## config.mk

```make
export PLATFORM = sky130hd
export DESIGN_NAME = cpu65_bus_watch
export DESIGN_NICKNAME = d
export VERILOG_FILES = /design/src/rtl/cpu65_bus_watch.sv
export SDC_FILE = /design/constraint.sdc
export NUM_CORES = 1
export LEC_CHECK = 0
export CORE_MARGIN = 3
export CORE_UTILIZATION = 35
export CTS_CLUSTER_SIZE = 25
export DETAILED_ROUTE_END_ITERATION = 10
export HOLD_SLACK_MARGIN = 0.1
export PLACE_DENSITY_LB_ADDON = 0.1
export RECOVER_POWER = 100
export REMOVE_ABC_BUFFERS = 1
export SLEW_MARGIN = 20
export SYNTH_ARGS = -nofsm -noshare
export SYNTH_HDL_FRONTEND = slang
export SYNTH_SLANG_ARGS = --single-unit
export TNS_END_PERCENT = 10
```

## constraint.sdc

```tcl
create_clock -name clk_i -period 29.9 [get_ports clk_i]
set_input_delay 4.485 -clock clk_i [delete_from_list [all_inputs] [get_ports clk_i]]
set_output_delay 4.485 -clock clk_i [all_outputs]
set_load 0.02 [all_outputs]
```

## src/rtl/cpu65_bus_watch.sv

```systemverilog
// Bus watcher for the cpu65 core: traces qualified bus cycles into a FIFO, counts cycles and
// halts on debug-address writes or on a repeated opcode fetch at one PC ("jmp *" trap).
module cpu65_bus_watch #(
    parameter int AW         = 16,
    parameter int DW         = 8,
    parameter int DEPTH      = 16,
    parameter int N_DBG      = 2,
    parameter int TRAP_CNT   = 3,
    parameter int CYC_W      = 32,
    parameter int TRACE_MODE = 1
) (
    input  logic                                      clk_i,
    input  logic                                      rst_i,
    input  logic                                      en_i,
    input  logic                                      clr_i,
    input  logic                                      bus_valid_i,
    input  logic [AW-1:0]                             bus_a_i,
    input  logic [DW-1:0]                             bus_d_i,
    input  logic                                      bus_rwn_i,
    input  logic                                      bus_sync_i,
    input  logic [N_DBG*AW-1:0]                       dbg_addr_i,
    input  logic                                      trap_en_i,
    input  logic                                      tr_ready_i,
    output logic                                      tr_valid_o,
    output logic [AW+DW+1:0]                          tr_data_o,
    output logic [$clog2(DEPTH):0]                    tr_count_o,
    output logic                                      tr_overflow_o,
    output logic                                      halt_o,
    output logic [1:0]                                halt_cause_o,
    output logic [((N_DBG > 1) ? $clog2(N_DBG) : 1)-1:0] halt_idx_o,
    output logic [AW-1:0]                             halt_pc_o,
    output logic [DW-1:0]                             halt_data_o,
    output logic [CYC_W-1:0]                          cycles_o
);

    localparam int PW   = $clog2(DEPTH);
    localparam int CNTW = PW + 1;
    localparam int IW   = (N_DBG > 1) ? $clog2(N_DBG) : 1;
    localparam int CW   = $clog2(TRAP_CNT);
    localparam int EW   = AW + DW + 2;

    localparam logic [CNTW-1:0] CNT_FULL = CNTW'(DEPTH);
    localparam logic [CW-1:0]   TRAP_MAX = CW'(TRAP_CNT - 1);
    localparam logic [CW-1:0]   TRAP_ARM = CW'(TRAP_CNT - 2);
    localparam logic [1:0]      TMODE    = 2'(TRACE_MODE);

    logic [EW-1:0]    mem_q [DEPTH];
    logic [EW-1:0]    mem_d [DEPTH];
    logic [PW-1:0]    wr_ptr_q, wr_ptr_d;
    logic [PW-1:0]    rd_ptr_q, rd_ptr_d;
    logic [CNTW-1:0]  count_q, count_d;
    logic             overflow_q, overflow_d;
    logic             halt_q, halt_d;
    logic [1:0]       cause_q, cause_d;
    logic [IW-1:0]    idx_q, idx_d;
    logic [AW-1:0]    pc_q, pc_d;
    logic [DW-1:0]    data_q, data_d;
    logic [CYC_W-1:0] cycles_q, cycles_d;
    logic [CW-1:0]    trap_cnt_q, trap_cnt_d;
    logic [AW-1:0]    last_pc_q, last_pc_d;

    logic             active_s;
    logic             mode_hit_s;
    logic             push_s;
    logic             push_ok_s;
    logic             pop_s;
    logic             full_s;
    logic             dbg_hit_s;
    logic [IW-1:0]    dbg_idx_s;
    logic             dbg_wr_s;
    logic             pc_eq_s;
    logic             trap_s;
    logic [EW-1:0]    entry_s;

    // Qualification, FIFO bookkeeping, halt detection and counters
    always_comb begin
        active_s = bus_valid_i & en_i & ~halt_q & ~clr_i;
        entry_s  = {bus_sync_i, bus_rwn_i, bus_a_i, bus_d_i};

        case (TMODE)
            2'd0:    mode_hit_s = 1'b1;
            2'd1:    mode_hit_s = bus_sync_i | ~bus_rwn_i;
            2'd2:    mode_hit_s = ~bus_rwn_i;
            default: mode_hit_s = 1'b0;
        endcase

        push_s    = active_s & mode_hit_s;
        full_s    = (count_q == CNT_FULL);
        pop_s     = (|count_q) & tr_ready_i & ~clr_i;
        push_ok_s = push_s & (~full_s | pop_s);

        // Descending scan so the lowest matching index is the one that sticks
        dbg_hit_s = 1'b0;
        dbg_idx_s = {IW{1'b0}};
        for (int k = N_DBG - 1; k >= 0; k--) begin
            if (bus_a_i == dbg_addr_i[k*AW +: AW]) begin
                dbg_hit_s = 1'b1;
                dbg_idx_s = IW'(k);
            end else begin
                dbg_hit_s = dbg_hit_s;
            end
        end
        dbg_wr_s = active_s & ~bus_rwn_i & dbg_hit_s;

        pc_eq_s = (bus_a_i == last_pc_q);
        trap_s  = active_s & bus_sync_i & pc_eq_s & (trap_cnt_q == TRAP_ARM) & trap_en_i;

        mem_d = mem_q;
        if (push_ok_s) begin
            mem_d[wr_ptr_q] = entry_s;
        end else begin
            mem_d = mem_q;
        end

        wr_ptr_d   = wr_ptr_q;
        rd_ptr_d   = rd_ptr_q;
        count_d    = count_q;
        overflow_d = overflow_q;
        halt_d     = halt_q;
        cause_d    = cause_q;
        idx_d      = idx_q;
        pc_d       = pc_q;
        data_d     = data_q;
        cycles_d   = cycles_q;
        trap_cnt_d = trap_cnt_q;
        last_pc_d  = last_pc_q;

        if (clr_i) begin
            wr_ptr_d   = {PW{1'b0}};
            rd_ptr_d   = {PW{1'b0}};
            count_d    = {CNTW{1'b0}};
            overflow_d = 1'b0;
            halt_d     = 1'b0;
            cause_d    = 2'd0;
            idx_d      = {IW{1'b0}};
            pc_d       = {AW{1'b0}};
            data_d     = {DW{1'b0}};
            cycles_d   = {CYC_W{1'b0}};
            trap_cnt_d = {CW{1'b0}};
        end else begin
            if (push_ok_s) begin
                wr_ptr_d = wr_ptr_q + PW'(1);
            end else begin
                wr_ptr_d = wr_ptr_q;
            end
            if (pop_s) begin
                rd_ptr_d = rd_ptr_q + PW'(1);
            end else begin
                rd_ptr_d = rd_ptr_q;
            end
            case ({push_ok_s, pop_s})
                2'b10:   count_d = count_q + CNTW'(1);
                2'b01:   count_d = count_q - CNTW'(1);
                default: count_d = count_q;
            endcase
            overflow_d = overflow_q | (push_s & full_s & ~pop_s);

            if (active_s & ~(&cycles_q)) begin
                cycles_d = cycles_q + CYC_W'(1);
            end else begin
                cycles_d = cycles_q;
            end

            if (active_s & bus_sync_i) begin
                last_pc_d = bus_a_i;
                if (!pc_eq_s) begin
                    trap_cnt_d = {CW{1'b0}};
                end else if (trap_cnt_q != TRAP_MAX) begin
                    trap_cnt_d = trap_cnt_q + CW'(1);
                end else begin
                    trap_cnt_d = trap_cnt_q;
                end
            end else begin
                last_pc_d = last_pc_q;
            end

            if (dbg_wr_s) begin
                halt_d  = 1'b1;
                cause_d = 2'd1;
                idx_d   = dbg_idx_s;
                pc_d    = bus_a_i;
                data_d  = bus_d_i;
            end else if (trap_s) begin
                halt_d  = 1'b1;
                cause_d = 2'd2;
                idx_d   = {IW{1'b0}};
                pc_d    = bus_a_i;
                data_d  = {DW{1'b0}};
            end else begin
                halt_d  = halt_q;
            end
        end
    end

    // State registers
    always_ff @(posedge clk_i or posedge rst_i) begin
        if (rst_i) begin
            for (int i = 0; i < DEPTH; i++) begin
                mem_q[i] <= {EW{1'b0}};
            end
            wr_ptr_q   <= {PW{1'b0}};
            rd_ptr_q   <= {PW{1'b0}};
            count_q    <= {CNTW{1'b0}};
            overflow_q <= 1'b0;
            halt_q     <= 1'b0;
            cause_q    <= 2'd0;
            idx_q      <= {IW{1'b0}};
            pc_q       <= {AW{1'b0}};
            data_q     <= {DW{1'b0}};
            cycles_q   <= {CYC_W{1'b0}};
            trap_cnt_q <= {CW{1'b0}};
            last_pc_q  <= {AW{1'b0}};
        end else begin
            mem_q      <= mem_d;
            wr_ptr_q   <= wr_ptr_d;
            rd_ptr_q   <= rd_ptr_d;
            count_q    <= count_d;
            overflow_q <= overflow_d;
            halt_q     <= halt_d;
            cause_q    <= cause_d;
            idx_q      <= idx_d;
            pc_q       <= pc_d;
            data_q     <= data_d;
            cycles_q   <= cycles_d;
            trap_cnt_q <= trap_cnt_d;
            last_pc_q  <= last_pc_d;
        end
    end

    assign tr_valid_o    = |count_q;
    assign tr_data_o     = mem_q[rd_ptr_q];
    assign tr_count_o    = count_q;
    assign tr_overflow_o = overflow_q;
    assign halt_o        = halt_q;
    assign halt_cause_o  = cause_q;
    assign halt_idx_o    = idx_q;
    assign halt_pc_o     = pc_q;
    assign halt_data_o   = data_q;
    assign cycles_o      = cycles_q;

endmodule

```

==> metrics.md <==
| Metric | Value |
|---|---|
| Outcome | `finished, violations left` |
| Failing checks | `max-capacitance violations, max-slew violations` |
| Die Width | `271.4 um` |
| Critical path endpoint category | `async pin` |
| Final setup viols | `0` |
| Nets | `1976` |
| Most frequent cells in the layout | `dfrtp_1, mux2_1, mux2_2` |
| Worst clock skew | `0.02166 ns` |
| CTS tree | `built` |
| Worst-Skew Late Latency | `0.61 ns` |
| Syn Area/Cell | `13.72 um2` |
| Ant. Diodes | `0` |
| Vias in the first global route | `15740` |
| DRT iter0 DRCs | `956` |
| Most common cell after layout, fill and taps aside | `dfrtp_1` |
| Final Wtd Congestion | `0.7358` |
| Layout overhead on the synthesized area | `14.34%` |
| Die Ht | `271.4 um` |
| Yosys warns | `0` |
| IO buf count | `157` |
| Mapped cell area | `24650 um2` |
| CTS resizes | `0` |
| Max-Cap Viols | `28` |
| Hold Path Sink | `mem_q[132]$_DFFE_PP0P_` |
| Final Hold Viols | `0` |
| Worst r2r dst | `mem_q[52]$_DFFE_PP0P_` |
| Post-synth top area share | `51.57%` |
| DR WL/cell | `24.14 um` |
| WS Path Type | `in2async` |
| Via-to-Cell Ratio | `5.209` |
| Non-Filler Instances | `2876` |
| Synth top area cells | `dfrtp_1, mux2_1, mux2_2` |
| Worst reg-to-reg path cell count | `6` |
| First-pass GRT wire length | `105900 um` |
| Cell count after synthesis | `1797` |
| Reg-to-reg setup timing slack | `25.48 ns` |
| Core Area | `69190 um2` |
| Fin crit share | `52.88%` |
| Tmin final | `15.81 ns` |
| TNS Setup | `0 ns` |
| Clock Tree Buf Depth | `3` |
| RSZ-0062 raised after global routing | `no` |
| Dpl cells | `2768` |
| Worst vdd ir | `0.04805 mV` |
| Post-route DRC violation count | `0` |
| Total grt overflow | `0` |
| Clock-pin transition on the worst setup and hold timing paths | `0.06 ns` |
| TritonCTS Buffers | `59` |
| Max Freq | `63.25 MHz` |
| Postcts setup bufs | `0` |
| Critical path required time | `29.71 ns` |
| Drt first pass iters | `5` |
| H-tree Lvls | `2` |
| Clock sink count | `508` |
| Hold crit path type | `reg2reg` |
| Critical Path Source Type | `input pin` |
| Share of cells above drive strength 1 | `17.63%` |
| Post-layout util | `40.74%` |
| Final Worst Setup Slack | `14.09 ns` |
| Hold Startpoint | `mem_q[132]$_DFFE_PP0P_` |
| Seq/Total Area, Yosys | `51.57%` |
| PwrDens | `64.35 nW/um2` |
| Final hold slack | `0.4843 ns` |
| Post-synth cell types | `55` |
| Post-synth EDFFs | `0` |
| CP Max Fanout | `163` |
| Worst reg2reg path startpoint | `halt_o$_DFFE_PP0P_` |
| Largest net degree at the start of global routing | `164` |
| Remaining antenna violation count | `0` |
| Slew Limit Fails | `1062` |
| GRT Overall Usage | `18.93%` |
| Synth Register Bits | `508` |
| Post-place setup slack | `20.57 ns` |
| Leakage | `0.01354 uW` |
| Initial Util | `35.63%` |
| Worst Path Arrival | `15.63 ns` |
| Via Count | `14980` |
| # hold bufs at CTS | `0` |
| Hold Path Cell Cnt | `1` |
| Max-Slew Margin vs Limit | `-499.9%` |
| Cell taking the most area after synthesis | `dfrtp_1` |
| IO Count | `158` |
| Worst-Margin Slew | `8.999 ns` |
| CTS root buffer | `clkbuf_16` |
| Row count | `96` |
| Final WL | `69420 um` |
| Full die area | `73660 um2` |
| Post-DP HPWL | `39320 um` |
| Initial antenna violation count | `2` |
| Ys flop type | `dfrtp_1` |
| Async set-reset flop share out of synthesis | `100.0%` |
==> Yosys cell counts (35+ instances only) <==
cell type    n
clkbuf_1    69
mux2_2     171
mux2i_1     99
nand2_1     52
nand2b_1    35
a21oi_1     39
dfrtp_1    508
o21ai_0     60
mux4_2      52
nor2_1      54
xor2_1      63
mux2_4      80
mux2_1     205
==> cell families (layout without fill, tap and decap cells) <==
group | after synthesis | count (layout) | synth area share, %
AOI/OAI and AO/OA | 177 | 177 | 4.649
xor gates and xnor gates | 79 | 79 | 2.807
adders and majority gates | 12 | 12 | 0.6395
buffers and inverters | 159 | 307 | 3.695
DFF | 508 | 508 | 51.57
muxes | 607 | 607 | 30.82
and+or+nand+nor | 255 | 255 | 5.827
==> worst max path at each step <==
stage	start	endpoint	slack [ns]	cells after the start
3_5_place_dp	rd_ptr_q[0]$_DFFE_PP0P_	tr_data_o[22]	20.57	9
2_1_floorplan	rst_i	cycles_o[0]$_DFFE_PP0P_	11.23	1
6_report	rst_i	mem_q[74]$_DFFE_PP0P_	14.09	4
4_1_cts	rd_ptr_q[0]$_DFFE_PP0P_	tr_data_o[22]	19.93	9
5_1_grt	rst_i	mem_q[74]$_DFFE_PP0P_	11.84	4
3_3_place_gp	rd_ptr_q[0]$_DFFE_PP0P_	tr_data_o[22]	20.58	9
==> power breakdown <==
part	internal (uW)	switching, uW	total [uW]
clock	428	286	714
sequential	719	27.6	747
combinational	161	192	353
==> flip-flops by register name, indices dropped and copies added (netlist names) <==
register / count
halt_o: 1
wr_ptr_q: 4
trap_cnt_q: 2
cycles_o: 32
last_pc_q: 16
halt_idx_o: 1
tr_overflow_o: 1
halt_cause_o: 2
rd_ptr_q: 4
mem_q: 416
halt_data_o: 8
halt_pc_o: 16
tr_count_o: 5
==> stage by stage <==
| stage | instance area, um2 | power, uW |
|---|---|---|
| finish | 28190 | 1814 |
| global route | 28190 | 1900 |
| CTS | 28700 | 1857 |
| detailed placement | 26780 | 1132 |
| global placement | 26780 | 1129 |
| floorplan | 23800 | 1013 |
==> area by class of cell <==
type | instances | area (um2)
Clock inverter | 11 | 105.1
Fill cell | 6625 | 41000
Clock buffer | 96 | 1818
Inverter | 15 | 57.56
Multi-Input combinational cell | 1130 | 10570
Sequential cell | 508 | 12720
Tap cell | 931 | 1165
Timing Repair Buffer | 185 | 1749
==> worst max-delay path, cell delays in order <==
cell and delay [ns]:
dlygate4sd3_1 0.55, clkinvlp_2 0.97, clkbuf_1 6.29, clkbuf_1 3.11
==> per-layer routing <==
layer,track usage [%],share of wire [%],vias up
met3,3.032,3.9,70
met1,26.34,47,7940
met5,0,0,-
li1,-,-,6704
met2,31.53,48,266
met4,3.445,1.6,0
No activity file was read; power rests on OpenSTA's default activity.
